--- src/rtl/load_store_unit_if.sv ---
// load_store_unit_if
//   Bundles the pipeline-side request/response handshake and the data-memory
//   port of the load/store unit.
//   slave  : the load/store unit (takes requests, drives the memory port)
//   master : the environment (pipeline stage plus data memory)
//   Request : req_valid, req_store, req_func3[2:0], req_addr[31:0], req_wdata[31:0]
//   Response: busy, resp_valid, resp_rdata[31:0], resp_fault
//   Memory  : mem_read, mem_write, mem_func3[2:0], mem_addr[ADDR_W-1:0],
//             mem_wdata[31:0], mem_rdata[31:0] (combinational read data)
interface load_store_unit_if #(
  parameter int ADDR_W = 12
);
  logic              req_valid;
  logic              req_store;
  logic [2:0]        req_func3;
  logic [31:0]       req_addr;
  logic [31:0]       req_wdata;
  logic              busy;
  logic              resp_valid;
  logic [31:0]       resp_rdata;
  logic              resp_fault;
  logic              mem_read;
  logic              mem_write;
  logic [2:0]        mem_func3;
  logic [ADDR_W-1:0] mem_addr;
  logic [31:0]       mem_wdata;
  logic [31:0]       mem_rdata;

  modport slave (
    input  req_valid, req_store, req_func3, req_addr, req_wdata, mem_rdata,
    output busy, resp_valid, resp_rdata, resp_fault,
           mem_read, mem_write, mem_func3, mem_addr, mem_wdata
  );

  modport master (
    output req_valid, req_store, req_func3, req_addr, req_wdata, mem_rdata,
    input  busy, resp_valid, resp_rdata, resp_fault,
           mem_read, mem_write, mem_func3, mem_addr, mem_wdata
  );
endinterface

--- src/rtl/load_store_unit.sv ---
// load_store_unit
//   Executes one RV32I load/store at a time against a byte-addressable data
//   memory (combinational read, write on posedge). Aligned accesses take one
//   memory cycle; misaligned half/word accesses are split into byte accesses
//   issued on consecutive cycles. Illegal width codes and accesses running
//   past the top of memory return a fault without touching memory.
//   Ports:
//     clk  - clock, rising edge
//     rst  - asynchronous active-high reset
//     bus  - load_store_unit_if.slave (request, response and memory port)
//   Build option:
//     MISALIGNED_TRAP_EN - when defined, misaligned accesses fault instead of
//                          being split and the SPLIT state is not built.
module load_store_unit #(
  parameter int ADDR_W = 12
) (
  input  logic                 clk,
  input  logic                 rst,
  load_store_unit_if.slave     bus
);

  localparam logic [0:0] IDLE  = 1'b0;
  localparam logic [0:0] SPLIT = 1'b1;

  localparam logic [2:0] F_B  = 3'd0;
  localparam logic [2:0] F_H  = 3'd1;
  localparam logic [2:0] F_BU = 3'd4;
  localparam logic [2:0] F_HU = 3'd5;

  logic [0:0]        state_reg;
  logic [1:0]        cnt_reg;
  logic [1:0]        last_reg;
  logic [31:0]       acc_reg;
  logic [2:0]        func3_reg;
  logic [ADDR_W-1:0] addr_reg;
  logic [31:0]       wdata_reg;
  logic              store_reg;
  logic              resp_valid_reg;
  logic              resp_fault_reg;
  logic [31:0]       resp_rdata_reg;

  logic              accept;
  logic [2:0]        size;
  logic              illegal;
  logic              out_of_range;
  logic              misaligned;
  logic              fault;
  logic [32:0]       end_addr;
  logic [31:0]       acc_next;

  logic              mem_read;
  logic              mem_write;
  logic [2:0]        mem_func3;
  logic [ADDR_W-1:0] mem_addr;
  logic [31:0]       mem_wdata;

  function automatic logic [31:0] extend_load(input logic [2:0] f, input logic [31:0] d);
    case (f)
      F_B:     return {{24{d[7]}}, d[7:0]};
      F_BU:    return {24'd0, d[7:0]};
      F_H:     return {{16{d[15]}}, d[15:0]};
      F_HU:    return {16'd0, d[15:0]};
      default: return d;
    endcase
  endfunction

  // Gating with rst keeps every strobe low while reset is held, even if a
  // request is presented at the same time.
  assign accept = bus.req_valid && (state_reg == IDLE) && !rst;

  always_comb begin
    case (bus.req_func3[1:0])
      2'd0:    size = 3'd1;
      2'd1:    size = 3'd2;
      default: size = 3'd4;
    endcase
    if (bus.req_store) begin
      illegal = bus.req_func3 > 3'd2;
    end else begin
      illegal = (bus.req_func3 == 3'd3) || (bus.req_func3 == 3'd6) || (bus.req_func3 == 3'd7);
    end
    // 33-bit end address so a request near 2^32 cannot wrap back into range.
    end_addr     = {1'b0, bus.req_addr} + {30'd0, size} - 33'd1;
    out_of_range = |end_addr[32:ADDR_W];
    misaligned   = ((size == 3'd2) && bus.req_addr[0]) ||
                   ((size == 3'd4) && (bus.req_addr[1:0] != 2'd0));
`ifdef MISALIGNED_TRAP_EN
    fault = illegal || out_of_range || misaligned;
`else
    fault = illegal || out_of_range;
`endif
  end

  // Accumulator with the byte returned this cycle dropped into lane cnt_reg.
  always_comb begin
    acc_next = acc_reg;
    acc_next[8*cnt_reg +: 8] = bus.mem_rdata[7:0];
  end

  always_comb begin
    mem_read  = 1'b0;
    mem_write = 1'b0;
    mem_func3 = 3'd0;
    mem_addr  = '0;
    mem_wdata = 32'd0;
    if (accept && !fault) begin
      mem_read  = !bus.req_store;
      mem_write = bus.req_store;
      mem_addr  = bus.req_addr[ADDR_W-1:0];
      mem_func3 = bus.req_func3;
      mem_wdata = bus.req_wdata;
`ifdef MISALIGNED_TRAP_EN
`else
      // First byte of a split access goes out in the acceptance cycle.
      if (misaligned) begin
        mem_func3 = bus.req_store ? F_B : F_BU;
        mem_wdata = {24'd0, bus.req_wdata[7:0]};
      end
`endif
    end
`ifdef MISALIGNED_TRAP_EN
`else
    else if ((state_reg == SPLIT) && !rst) begin
      mem_read  = !store_reg;
      mem_write = store_reg;
      mem_func3 = store_reg ? F_B : F_BU;
      mem_addr  = addr_reg + ADDR_W'(cnt_reg);
      mem_wdata = {24'd0, wdata_reg[8*cnt_reg +: 8]};
    end
`endif
  end

  always_ff @(posedge clk or posedge rst) begin
    if (rst) begin
      state_reg      <= IDLE;
      cnt_reg        <= 2'd0;
      last_reg       <= 2'd0;
      acc_reg        <= 32'd0;
      func3_reg      <= 3'd0;
      addr_reg       <= '0;
      wdata_reg      <= 32'd0;
      store_reg      <= 1'b0;
      resp_valid_reg <= 1'b0;
      resp_fault_reg <= 1'b0;
      resp_rdata_reg <= 32'd0;
    end else begin
      resp_valid_reg <= 1'b0;
      if (accept) begin
        if (fault) begin
          resp_valid_reg <= 1'b1;
          resp_fault_reg <= 1'b1;
          resp_rdata_reg <= 32'd0;
        end
`ifdef MISALIGNED_TRAP_EN
`else
        else if (misaligned) begin
          state_reg <= SPLIT;
          cnt_reg   <= 2'd1;
          last_reg  <= 2'(size - 3'd1);
          acc_reg   <= {24'd0, bus.mem_rdata[7:0]};
          func3_reg <= bus.req_func3;
          addr_reg  <= bus.req_addr[ADDR_W-1:0];
          wdata_reg <= bus.req_wdata;
          store_reg <= bus.req_store;
        end
`endif
        else begin
          resp_valid_reg <= 1'b1;
          resp_fault_reg <= 1'b0;
          resp_rdata_reg <= bus.req_store ? 32'd0 : extend_load(bus.req_func3, bus.mem_rdata);
        end
      end
`ifdef MISALIGNED_TRAP_EN
`else
      else if (state_reg == SPLIT) begin
        acc_reg <= acc_next;
        if (cnt_reg == last_reg) begin
          state_reg      <= IDLE;
          resp_valid_reg <= 1'b1;
          resp_fault_reg <= 1'b0;
          resp_rdata_reg <= store_reg ? 32'd0 : extend_load(func3_reg, acc_next);
        end else begin
          cnt_reg <= cnt_reg + 2'd1;
        end
      end
`endif
    end
  end

  assign bus.busy       = (state_reg == SPLIT);
  assign bus.resp_valid = resp_valid_reg;
  assign bus.resp_fault = resp_fault_reg;
  assign bus.resp_rdata = resp_rdata_reg;
  assign bus.mem_read   = mem_read;
  assign bus.mem_write  = mem_write;
  assign bus.mem_func3  = mem_func3;
  assign bus.mem_addr   = mem_addr;
  assign bus.mem_wdata  = mem_wdata;

endmodule

--- src/flat_wrapper.sv ---
// flat-port wrapper written by rule: the top's interface ports become plain ports
module load_store_unit_flat 
#(
  parameter int ADDR_W = 12
)
  (clk, rst, bus_req_valid, bus_req_store, bus_req_func3, bus_req_addr, bus_req_wdata, bus_mem_rdata, bus_busy, bus_resp_valid, bus_resp_rdata, bus_resp_fault, bus_mem_read, bus_mem_write, bus_mem_func3, bus_mem_addr, bus_mem_wdata);
  load_store_unit_if #(.ADDR_W(ADDR_W)) bus_i ();
  input  logic clk;
  input  logic rst;
  input wire logic [$bits(bus_i.req_valid)-1:0] bus_req_valid;
  input wire logic [$bits(bus_i.req_store)-1:0] bus_req_store;
  input wire logic [$bits(bus_i.req_func3)-1:0] bus_req_func3;
  input wire logic [$bits(bus_i.req_addr)-1:0] bus_req_addr;
  input wire logic [$bits(bus_i.req_wdata)-1:0] bus_req_wdata;
  input wire logic [$bits(bus_i.mem_rdata)-1:0] bus_mem_rdata;
  output wire logic [$bits(bus_i.busy)-1:0] bus_busy;
  output wire logic [$bits(bus_i.resp_valid)-1:0] bus_resp_valid;
  output wire logic [$bits(bus_i.resp_rdata)-1:0] bus_resp_rdata;
  output wire logic [$bits(bus_i.resp_fault)-1:0] bus_resp_fault;
  output wire logic [$bits(bus_i.mem_read)-1:0] bus_mem_read;
  output wire logic [$bits(bus_i.mem_write)-1:0] bus_mem_write;
  output wire logic [$bits(bus_i.mem_func3)-1:0] bus_mem_func3;
  output wire logic [$bits(bus_i.mem_addr)-1:0] bus_mem_addr;
  output wire logic [$bits(bus_i.mem_wdata)-1:0] bus_mem_wdata;
  assign bus_i.req_valid = bus_req_valid;
  assign bus_i.req_store = bus_req_store;
  assign bus_i.req_func3 = bus_req_func3;
  assign bus_i.req_addr = bus_req_addr;
  assign bus_i.req_wdata = bus_req_wdata;
  assign bus_i.mem_rdata = bus_mem_rdata;
  assign bus_busy = bus_i.busy;
  assign bus_resp_valid = bus_i.resp_valid;
  assign bus_resp_rdata = bus_i.resp_rdata;
  assign bus_resp_fault = bus_i.resp_fault;
  assign bus_mem_read = bus_i.mem_read;
  assign bus_mem_write = bus_i.mem_write;
  assign bus_mem_func3 = bus_i.mem_func3;
  assign bus_mem_addr = bus_i.mem_addr;
  assign bus_mem_wdata = bus_i.mem_wdata;
  load_store_unit #(.ADDR_W(ADDR_W)) u_core (.clk(clk), .rst(rst), .bus(bus_i));
endmodule
--- config.mk ---
export PLATFORM = sky130hd
export DESIGN_NAME = load_store_unit_flat
export DESIGN_NICKNAME = d
export VERILOG_FILES = /design/src/rtl/load_store_unit_if.sv /design/src/rtl/load_store_unit.sv /design/src/flat_wrapper.sv
export SDC_FILE = /design/constraint.sdc
export NUM_CORES = 1
export LEC_CHECK = 0
export CAP_MARGIN = 15
export CORE_MARGIN = 2
export CORE_UTILIZATION = 44
export DETAILED_ROUTE_END_ITERATION = 8
export PLACE_DENSITY_LB_ADDON = 0.15
export SYNTH_ARGS = -nofsm -noshare
export SYNTH_HDL_FRONTEND = slang
export SYNTH_SLANG_ARGS = --single-unit
--- constraint.sdc ---
create_clock -name clk -period 14.4 [get_ports clk]
set_clock_uncertainty 0.15 [all_clocks]
set_input_delay 2.88 -clock clk [delete_from_list [all_inputs] [get_ports clk]]
set_output_delay 2.88 -clock clk [all_outputs]
set_load 0.05 [all_outputs]
* Yosys cells after proc, flatten, opt, wreduce, memory -nomap -nowiden
Index checks and enable logic that the tools add are counted.
Operators by class: $lt $le $gt $ge 1, muxes and demuxes 50, reductions and logical operators 26, $add $sub $neg 6, eq/ne operators 17, bitwise gates (word level) 2, shift operators 3
Operator list (count):
- 32-bit two-way mux | 13
- 32-bit one-hot mux with 4 select lines | 2
- 5-bit negation with 34-bit output | 1
- 8-bit by 34-bit variable shift with 32-bit output, first input constant | 1
- 8-bit by 34-bit variable part select with 32-bit output | 1
- 32-bit by 3-bit adder with 33-bit output | 1
- 33-bit by 1-bit subtractor with 33-bit output, second input constant | 1
- 32-bit bitwise mux | 1
- 32-bit by 6-bit variable part select with 8-bit output | 1
- 12-bit two-way mux | 2
- 3-bit == test, second input constant | 7
- 21-bit OR reduction | 1
- 1-bit two-way mux | 20
- 3-bit two-way mux | 5
- 12-bit by 2-bit adder with 12-bit output | 1
- 2-bit two-way mux | 5
- 3-bit AND reduction | 3
- 8-bit two-way mux | 1
- 3-bit by 1-bit == test with 1-bit output, second input constant | 2
- 3-bit by 2-bit == test with 1-bit output, second input constant | 2
- 1-bit logical AND | 6
- 3-bit zero test | 2
- 3-bit one-hot mux with 2 select lines | 1
- 2-bit nonzero test | 3
- other kinds (14) | 22
Word-level totals: bits in registers 119, bits of input ports 103, logic and storage cells 116

* Logic depth before layout (Yosys ltp)
depth in word-level cells 9, gate-level depth with buffers 19

* Least setup slack after synthesis
OpenSTA, ideal clock, no wires.
kind input -> output, from input port rst, to output port bus_mem_read, path slack 3.977 ns, stages on the path 6, arrival time 7.393 ns, required time 11.370 ns, buffers on the path 1, cell sequence inv_1 nand3_1 nor3_1 nand4_1 clkbuf_1 o21ai_0
On the way: cells in the longest elaborated chain, start to end 4
RTL lines:
- start, declared | line flat_wrapper.sv:9 | input logic rst;
- 1-bit zero test (*) | line load_store_unit.sv:69, load_store_unit.sv:123
- 1-bit logical AND, on equally long branches | line load_store_unit.sv:123, load_store_unit.sv:69
- 1-bit two-way mux or 1-bit logical AND (tied branches) | line load_store_unit.sv:123, load_store_unit.sv:106
- 1-bit two-way mux (*) | line load_store_unit.sv:106 | if (accept && !fault) begin
- end, declared | line flat_wrapper.sv:20 | output wire logic [$bits(bus_i.mem_read)-1:0] bus_mem_read;
Every way passes the cells marked *; elsewhere a longest branch is shown, timed or not.

* Final worst setup path
from input port bus_req_func3[1], to output port bus_mem_addr[11]
On the way: cells in the longest elaborated chain, start to end 9
RTL lines:
- start, declared | line flat_wrapper.sv:12 | input wire logic [$bits(bus_i.req_func3)-1:0] bus_req_func3;
- 2-bit by 1-bit == test with 1-bit output or 2-bit zero test (tied branches) | line load_store_unit.sv:72 | case (bus.req_func3[1:0])
- 3-bit one-hot mux with 2 select lines | line load_store_unit.sv:72
- 32-bit by 3-bit adder with 33-bit output | line load_store_unit.sv:83 | end_addr = {1'b0, bus.req_addr} + {30'd0, size} - 33'd1;
- 33-bit by 1-bit subtractor with 33-bit output | line load_store_unit.sv:83
- 21-bit OR reduction | line load_store_unit.sv:84 | out_of_range = |end_addr[32:ADDR_W];
- 1-bit logical OR (*) | line load_store_unit.sv:90 | fault = illegal || out_of_range;
- 1-bit zero test (*) | line load_store_unit.sv:106
- 1-bit logical AND (*) | line load_store_unit.sv:106
- 12-bit two-way mux (*) | line load_store_unit.sv:106
- end, declared | line flat_wrapper.sv:23 | output wire logic [$bits(bus_i.mem_addr)-1:0] bus_mem_addr;
Marks and branches as above.

==> qor.txt <==
Status - finished clean
Fin util - 58.3%
Fin Hold WS - 311 ps
Core area - 19400 sq um
Peak supply drop - 0.0821 mV
Total track usage - 24.7%
FF+latch count, synth - 119
Ys flop type - dfrtp_1
Hold_sp - u_core.wdata_reg[30]$_DFFE_PP0P_
Synth-to-layout area growth - 30.1%
Critical path required time - 11370 ps
Post-cts resize count - 0
Antenna violations before repair - 1
DR vias - 8221
IO Pins - 187
Setup bufs post-CTS - 0
Hold Path Class - reg2reg
Die area - 20900 sq um
Max Fclk - 0.0828 GHz
Endpoint type of the worst setup path - output pin
Vias in the first global route - 7553
Post-synth cell types - 84
Worst R2R Start - u_core.bus.busy$_DFFE_PP0P_
Final worst path period need - 12080 ps
H-Tree Level Count - 4
Hold buffers post-CTS - 0
Worst Path Max Fanout - 23
Final nets - 1300
Crit Path Class - in2out
Layout Cells excl Fill - 1436
Worst EP arrival - 9050 ps
Clk_lat worst skew - 420 ps
Layout cells sized above 1 - 10.5%
Post-route DRC - 0
First-pass GRT wire length - 40.4 mm
Register area - 2980 sq um
Site Rows - 51
Final Total Pwr - 1.04 mW
Leak - 5.05 nW
Syn nets - 1145
Final RePlAce weighted congestion - 0.877
Max_slew headroom - 25.4%
Final setup fails - 0
Die height - 145 um
PwrDens - 91.9 nW/um^2
CTS max path bufs - 2
Clock Sinks - 119
Cts bufs inserted - 17
DR pass1 iterations - 6
Worst slew pin tran - 1110 ps
Synth cell count leaders - nand2_1 (169), dfrtp_1 (119), a21oi_1 (73)
Footprint of the multi-input gates - 5210 sq um
Die width - 145 um
Final WS setup - 2320 ps
Post-route antenna net violation count - 0
Pre-CTS setup slack - 2390 ps
Number of synthesis warnings - 0
IO buf count - 186
DR WL/cell - 17.9 um
Placed cell count - 1402
Global route total overflow - 0
Ys async rst share - 100%
Setup_tns - 0 ps
Synthesized area per cell - 8.67 sq um
Number of synthesized flops with an enable pin - 0
Via density - 5.72
Max-cap viol count - 0
Clock root buffer - clkbuf_16
Slew Limit Fails - 0
Worst setup SP type - input pin
Cells after Synth - 1002
Top post-synthesis cells by area - dfrtp_1 (34%), nand2_1 (7.3%), ha_1 (5.6%)
TritonCTS clock tree - done
Register area share after synthesis - 34.3%
DP HPWL - 18.8 mm
DRT iter0 DRCs - 679
Design Area, Final - 11300 sq um
Largest net degree at the start of global routing - 75
Post-synth top area cell - dfrtp_1
Layout fillers - 1817
Starting density of the core - 44.8%
Final period util - 83.9%
Final wirelength - 25.6 mm
Crit. Startpoint - bus_req_func3[1]
Area of the mapped netlist - 8690 sq um
Clk pin slew, worst setup/hold paths - 60 ps
Unrepaired setup endpoints after global routing - false
Post-DP Area - 10700 sq um
Fin. Hold Viols - 0
Yosys top cell area share - 34.3%
Top-count cell post-synth - nand2_1
[cells by family after synthesis]
| family | share of synthesized area (%) |
|---|---|
| AO/OA/AOI/OAI | 25.0 |
| XOR/XNOR | 1.91 |
| adder cells (fa/ha/maj) | 5.85 |
| buffers and inverters | 5.85 |
| flip-flops | 34.3 |
| multiplexers | 7.83 |
| AND/OR/NAND/NOR | 19.3 |
[cells in the final DEF, fill, tap and decap left out, drive strengths merged, types with 4 or more instances in the layout]
| cell | n |
|---|---|
| nor4 | 8 |
| a21o | 19 |
| o311ai | 4 |
| o22ai | 18 |
| nand4 | 16 |
| a22o | 40 |
| and2 | 30 |
| or3 | 5 |
| nor2 | 48 |
| o21a | 11 |
| dfrtp | 119 |
| a21oi | 78 |
| a22oi | 9 |
| a31o | 9 |
| nand3 | 20 |
| ha | 39 |
| a221oi | 13 |
| nor3 | 14 |
| clkinvlp | 4 |
| or2 | 5 |
| mux4 | 8 |
| xnor2 | 7 |
| nand2 | 169 |
| nor2b | 11 |
| a2111oi | 5 |
| clkbuf | 19 |
| and3 | 5 |
| clkdlybuf4s50 | 186 |
| mux2 | 33 |
| a211oi | 6 |
| o21ai | 66 |
| inv | 64 |
| xor2 | 12 |
| o31ai | 6 |
| buf | 11 |
[power by group]
part           switching [mW]  internal (mW)
Clock                   0.170          0.279
Sequential            0.00611          0.345
Combinational           0.140         0.0999
[area by class of cell]
type                       instances  area share [%]
multi-input combinational        761            46.1
antenna                            1          0.0221
clock inverter                    13            1.49
tap                              265            2.93
sequential                       119            26.3
timing repair buffer             197            17.2
inverter                          61            2.05
clock buffer                      19            3.92
[worst max-delay path, stage by stage]
cell             delay (ps)
clkdlybuf4s50_1        1110
inv_1                   220
ha_1                    340
inv_1                    40
ha_1                    270
nor2b_1                 150
a311o_1                 400
a21oi_2                 330
o21ai_1                 130
xor2_1                  170
nor4b_1                 340
nand4_1                 170
or3_1                   450
nor3_2                  640
buf_4                   330
a22o_1                  250
clkdlybuf4s50_1         830
[routing by layer]
layer  track usage [%]  share of wire, %  up-vias
met5                 0                 0        -
met4              7.15               1.9        0
met3              5.60               7.5       38
met2              37.4                44      345
met1              35.5                46     3900
li1                  -                 -     3938
[worst paths after layout]
kind | end | slack [ps] | cells after the start
worst min register to register | u_core.wdata_reg[30]$_DFFE_PP0P_ | 310 | 2
worst max-delay path | bus_mem_addr[11] | 2320 | 17
min in group asynchronous | u_core.wdata_reg[16]$_DFFE_PP0P_ | 2800 | 2
max in group asynchronous | u_core.acc_reg[3]$_DFFE_PP0P_ | 9960 | 3
worst min-delay path | u_core.wdata_reg[30]$_DFFE_PP0P_ | 310 | 2
worst max register to register | u_core.acc_reg[6]$_DFFE_PP0P_ | 10240 | 6
Power figures use the tool's default switching activity.
